$ cat config.mk
export PLATFORM = sky130hd
export DESIGN_NAME = idli_sqi_mem_m
export DESIGN_NICKNAME = d
export VERILOG_FILES = /design/src/rtl/idli_sqi_mem_m.sv
export SDC_FILE = /design/constraint.sdc
export NUM_CORES = 2
export LEC_CHECK = 0
export BUFFER_PORTS_ARGS = -buffer_cell sky130_fd_sc_hd__buf_2
export CAP_MARGIN = 20
export CORE_ASPECT_RATIO = 0.5
export CORE_MARGIN = 1
export CORE_UTILIZATION = 30
export CTS_BUF_LIST = sky130_fd_sc_hd__clkbuf_16
export DETAILED_ROUTE_END_ITERATION = 16
export HOLD_SLACK_MARGIN = 0.08
export PLACE_DENSITY = 0.56
export SLEW_MARGIN = 20
export SYNTH_ARGS = -nofsm -noshare
export SYNTH_HDL_FRONTEND = slang
export SYNTH_SLANG_ARGS = --single-unit
$ cat constraint.sdc
create_clock -name i_mem_gck -period 5.64 [get_ports i_mem_gck]
set_input_delay 0.564 -clock i_mem_gck [delete_from_list [all_inputs] [get_ports i_mem_gck]]
set_output_delay 0.564 -clock i_mem_gck [all_outputs]
set_load 0.01 [all_outputs]
$ cat src/rtl/idli_sqi_mem_m.sv
// SQI (quad SPI) byte-addressed memory slave: 0x03 read / 0x02 write, 16-bit address,
// one dummy byte before read data; SCK is oversampled on the system clock.
module idli_sqi_mem_m #(
    parameter int ADDR_W = 8  // 5..16: address nibbles are shifted straight into addr
) (
    input  logic       i_mem_gck,
    input  logic       i_mem_rst,
    input  logic       i_mem_sck,
    input  logic       i_mem_cs,
    input  logic [3:0] i_mem_sio,
    output logic [3:0] o_mem_sio,
    output logic       o_mem_sio_oe
);

    typedef enum logic [2:0] {
        ST_INSTR,
        ST_ADDR,
        ST_DUMMY,
        ST_RDATA,
        ST_WDATA,
        ST_IGNORE
    } state_t;

    localparam int DEPTH = 1 << ADDR_W;

    state_t              state, state_d;
    logic [1:0]          cnt, cnt_d;
    logic                half, half_d;
    logic                sck_q;
    logic                is_read, is_read_d;
    logic [3:0]          instr_hi, instr_hi_d;
    logic [3:0]          held, held_d;
    logic [ADDR_W-1:0]   addr, addr_d;
    logic [3:0]          sio_q, sio_d;
    logic                oe_q, oe_d;
    logic                mem_we;
    logic                rise, fall;
    logic [7:0]          mem_byte;

    logic [7:0] mem [DEPTH];

    assign rise     = i_mem_sck & ~sck_q;
    assign fall     = ~i_mem_sck & sck_q;
    assign mem_byte = mem[addr];

    always_comb begin
        state_d    = state;
        cnt_d      = cnt;
        half_d     = half;
        is_read_d  = is_read;
        instr_hi_d = instr_hi;
        held_d     = held;
        addr_d     = addr;
        sio_d      = sio_q;
        oe_d       = oe_q;
        mem_we     = 1'b0;

        // Chip select high overrides any SCK event seen in the same cycle.
        if (i_mem_cs) begin
            state_d = ST_INSTR;
            cnt_d   = 2'd0;
            half_d  = 1'b0;
            oe_d    = 1'b0;
        end else begin
            case (state)
                ST_INSTR: begin
                    if (rise) begin
                        if (cnt == 2'd0) begin
                            instr_hi_d = i_mem_sio;
                            cnt_d      = 2'd1;
                        end else begin
                            cnt_d = 2'd0;
                            if ({instr_hi, i_mem_sio} == 8'h03) begin
                                state_d   = ST_ADDR;
                                is_read_d = 1'b1;
                            end else if ({instr_hi, i_mem_sio} == 8'h02) begin
                                state_d   = ST_ADDR;
                                is_read_d = 1'b0;
                            end else begin
                                state_d = ST_IGNORE;
                            end
                        end
                    end
                end
                ST_ADDR: begin
                    if (rise) begin
                        // Upper address nibbles shift out the top, so high bits alias.
                        addr_d = {addr[ADDR_W-5:0], i_mem_sio};
                        cnt_d  = cnt + 2'd1;
                        if (cnt == 2'd3) begin
                            half_d  = 1'b0;
                            state_d = is_read ? ST_DUMMY : ST_WDATA;
                        end
                    end
                end
                ST_DUMMY: begin
                    if (rise) begin
                        if (cnt == 2'd0) begin
                            cnt_d = 2'd1;
                        end else begin
                            cnt_d   = 2'd0;
                            state_d = ST_RDATA;
                        end
                    end
                end
                ST_RDATA: begin
                    if (fall) begin
                        sio_d = half ? mem_byte[3:0] : mem_byte[7:4];
                        oe_d  = 1'b1;
                    end
                    if (rise) begin
                        half_d = ~half;
                        if (half) addr_d = addr + ADDR_W'(1);
                    end
                end
                ST_WDATA: begin
                    if (rise) begin
                        half_d = ~half;
                        if (!half) begin
                            held_d = i_mem_sio;
                        end else begin
                            mem_we = 1'b1;
                            addr_d = addr + ADDR_W'(1);
                        end
                    end
                end
                default: ;  // ST_IGNORE waits for chip select to rise
            endcase
            if (state_d != ST_RDATA) oe_d = 1'b0;
        end
    end

    always_ff @(posedge i_mem_gck or posedge i_mem_rst) begin
        if (i_mem_rst) begin
            state    <= ST_INSTR;
            cnt      <= 2'd0;
            half     <= 1'b0;
            sck_q    <= 1'b0;
            is_read  <= 1'b0;
            instr_hi <= 4'd0;
            held     <= 4'd0;
            addr     <= '0;
            sio_q    <= 4'd0;
            oe_q     <= 1'b0;
        end else begin
            state    <= state_d;
            cnt      <= cnt_d;
            half     <= half_d;
            sck_q    <= i_mem_sck;
            is_read  <= is_read_d;
            instr_hi <= instr_hi_d;
            held     <= held_d;
            addr     <= addr_d;
            sio_q    <= sio_d;
            oe_q     <= oe_d;
        end
    end

    // Storage is deliberately left unreset.
    always_ff @(posedge i_mem_gck) begin
        if (mem_we) mem[addr] <= {held, i_mem_sio};
    end

    assign o_mem_sio    = sio_q;
    assign o_mem_sio_oe = oe_q;

endmodule

==> metrics.yaml <==
outcome: "completed"
final_common_cell: "edfxtp_1"
die_w_um: 737
dp_worst_setup_slack_ns: 1.38
rows: 134
timing.slew.headroom_pct: 15.9
syn-num-nets: 3883
dp_hpwl_um: 142000
slowest_delay_ns: 1.00
port_buffers: 12
cp_num_buf_inv: 1
initial_core_util_pct: 30.3
syn_area_sq_mm: 0.0810
powerDensity_mw_per_mm2: 374
globalplace.congestion: 0.861
busiest_layer: "met2"
p_leak_uw: 0.0278
grt_pass1_wl_um: 326000
rsz0062_at_grt: "false"
grt_max_degree: 221
finalSetupViolations: 0
drive_gt1_share_pct: 23.3
fmax_mhz: 228
syn2layout_area_growth_pct: 13.8
routed_wl_um: 232000
synth.yosys.seq_area_share_pct: 76.8
drc: 0
irDropWorstVdd_mv: 0.346
end_kind: "flop"
met1_usage_pct: 23.4
antenna_found_initial: 5
die_area_sq_mm: 0.272
crit_fanout: 43
drt_iter0_markers: 6140
timing_worst_setup_path_type: "flop to flop"
worst_path_most_repeated_cell: "o22ai_1"
vias: 41600
htree_levels: 4
utilization_pct: 34.4
clk_latency_ns: 0.84
coreArea_sq_mm: 0.268
wire_per_inst_um: 29.7
required_ns: 6.41
final_cell_mix: "edfxtp_1, mux4_2, nor2_1, clkbuf_16, buf_4"
crit_chain: "buf_12 > nand3b_2 > o22ai_1 > a2111oi_1 > a21oi_1 > o22ai_1 > o221a_1"
use_met3_pct: 3.94
synth.avg_cell_area_sq_um: 20.9
critPathTopFamily: "compound AO/OA/AOI/OAI gates"
cts_buffers: 195
antenna_left: 0
worst_slack_ns: 1.26
final.period_utilization_pct: 77.6
yosysWarnings: 0
synth_ff_type: "edfxtp_1"
hold_viol_final: 0
grt_usage_pct: 16.8
clock_sinks: 2077
synthDistinctLibCells: 70
synth-seq-cells: 2077
vias_per_cell: 5.34
async_flop_share_pct: 1.40
path_clk_slew_ns: 0.06
firstDrtPassIters: 6
finClkSkew_ns: 0.0483
clk_path_buf_depth: 3
crit_slowest_cell: "dfrtp_4"
synthCells: 3868
synth-edff-count: 2048
slew_viol_final: 0
cts_resized: 0
cts-root-buf: "clkbuf_16"
grt_use_met2_pct: 26.2
num_io_pins: 13
first_global_vias: 41600
crit_path_start_kind: "flop"
cap_violations: 0
cts_setup_buffers: 0
final_nets: 4051
fin_tns_setup_ns: 0
arrival_ns: 5.14
cts_tree: "done"
period_minus_slack_ns: 4.38
holdCritPathClass: "input pin to flop"
die_y_um: 369
tightest_slew_ns: 1.26
grt.overflow.total: 0
## layer usage
metal	part of all wire (%)	wire [um]	vias up
met5	0.012	28	-
met4	2.7	6220	4
met3	10	23200	383
met2	46	107000	2306
met1	41	95700	22400
li1	-	-	16500
## state kept, by name (all words and copies together) (netlist names), 2 cells and up
| name | cells |
|---|---|
| addr | 8 |
| cnt | 2 |
| held | 4 |
| instr_hi | 4 |
| mem | 2048 |
| o_mem_sio | 4 |
| state | 3 |
## what timing repair did
item	4_1_cts	5_1_grt
endpoints found under the setup margin	0	0
hold buffers	3	0
endpoints found under the hold margin	35	0
## synth_stat cells, types with 43 or more instances
library cell / n / area (sq um)
mux4_2: 462 / 10400
a22oi_1: 68 / 510
buf_2: 45 / 225
mux2i_1: 105 / 1050
o22ai_1: 69 / 432
a21oi_1: 53 / 265
nand2_1: 104 / 390
edfxtp_1: 2048 / 61500
nor2_1: 312 / 1170
buf_4: 43 / 323
buf_6: 51 / 574
clkbuf_1: 78 / 293
## through the flow
step | instance area, sq um | instances | power [uW] | hold WS, ns
after floorplan | 81000 | 3868 | 20000 | 0.480
after global placement | 85800 | 7437 | 21800 | 0.488
after detailed placement | 85900 | 7437 | 21900 | 0.502
after CTS | 92100 | 7795 | 34600 | 0.238
after global routing | 92200 | 7798 | 35300 | 0.250
final | 92200 | 7805 | 34500 | 0.242
## final timing paths
| kind | slack (ns) | startpoint | depth (start not counted) | end |
|---|---|---|---|---|
| worst min register to register | 0.51 | instr_hi[0] | 1 | instr_hi[0] |
| worst max-delay path | 1.26 | addr[0] | 7 | o_mem_sio[3] |
| worst max register to register | 1.26 | addr[0] | 7 | o_mem_sio[3] |
| worst min-delay path | 0.24 | i_mem_sio[1] | 1 | mem[164][1] |
| max in group asynchronous | 4.79 | i_mem_rst | 4 | addr[0] |
| min in group asynchronous | 0.44 | i_mem_rst | 4 | o_mem_sio_oe |
## power by group
part | internal (uW) | total [uW] | switching, uW
registers | 17200 | 17400 | 187
logic | 1380 | 4220 | 2840
clock network | 7010 | 12900 | 5850
## final cells by class
cell class / instances / area, sq um
Timing Repair Buffer: 200 / 1850
Tap cell: 3604 / 4510
Multi-Input combinational cell: 1551 / 17300
Sequential cell: 2077 / 62300
Clock buffer: 195 / 4880
Clock inverter: 160 / 1300
Antenna cell: 7 / 17.5
Inverter: 11 / 41.3
Fill cell: 24900 / 175000
## cell families after synthesis
group / synth area share [%]
flops: 76.8
mux: 14.9
simple gates: 3.10
compound gates: 3.22
buf+inv: 1.93
fa+ha+maj: 0.108
(Power assumes the default switching activity.)
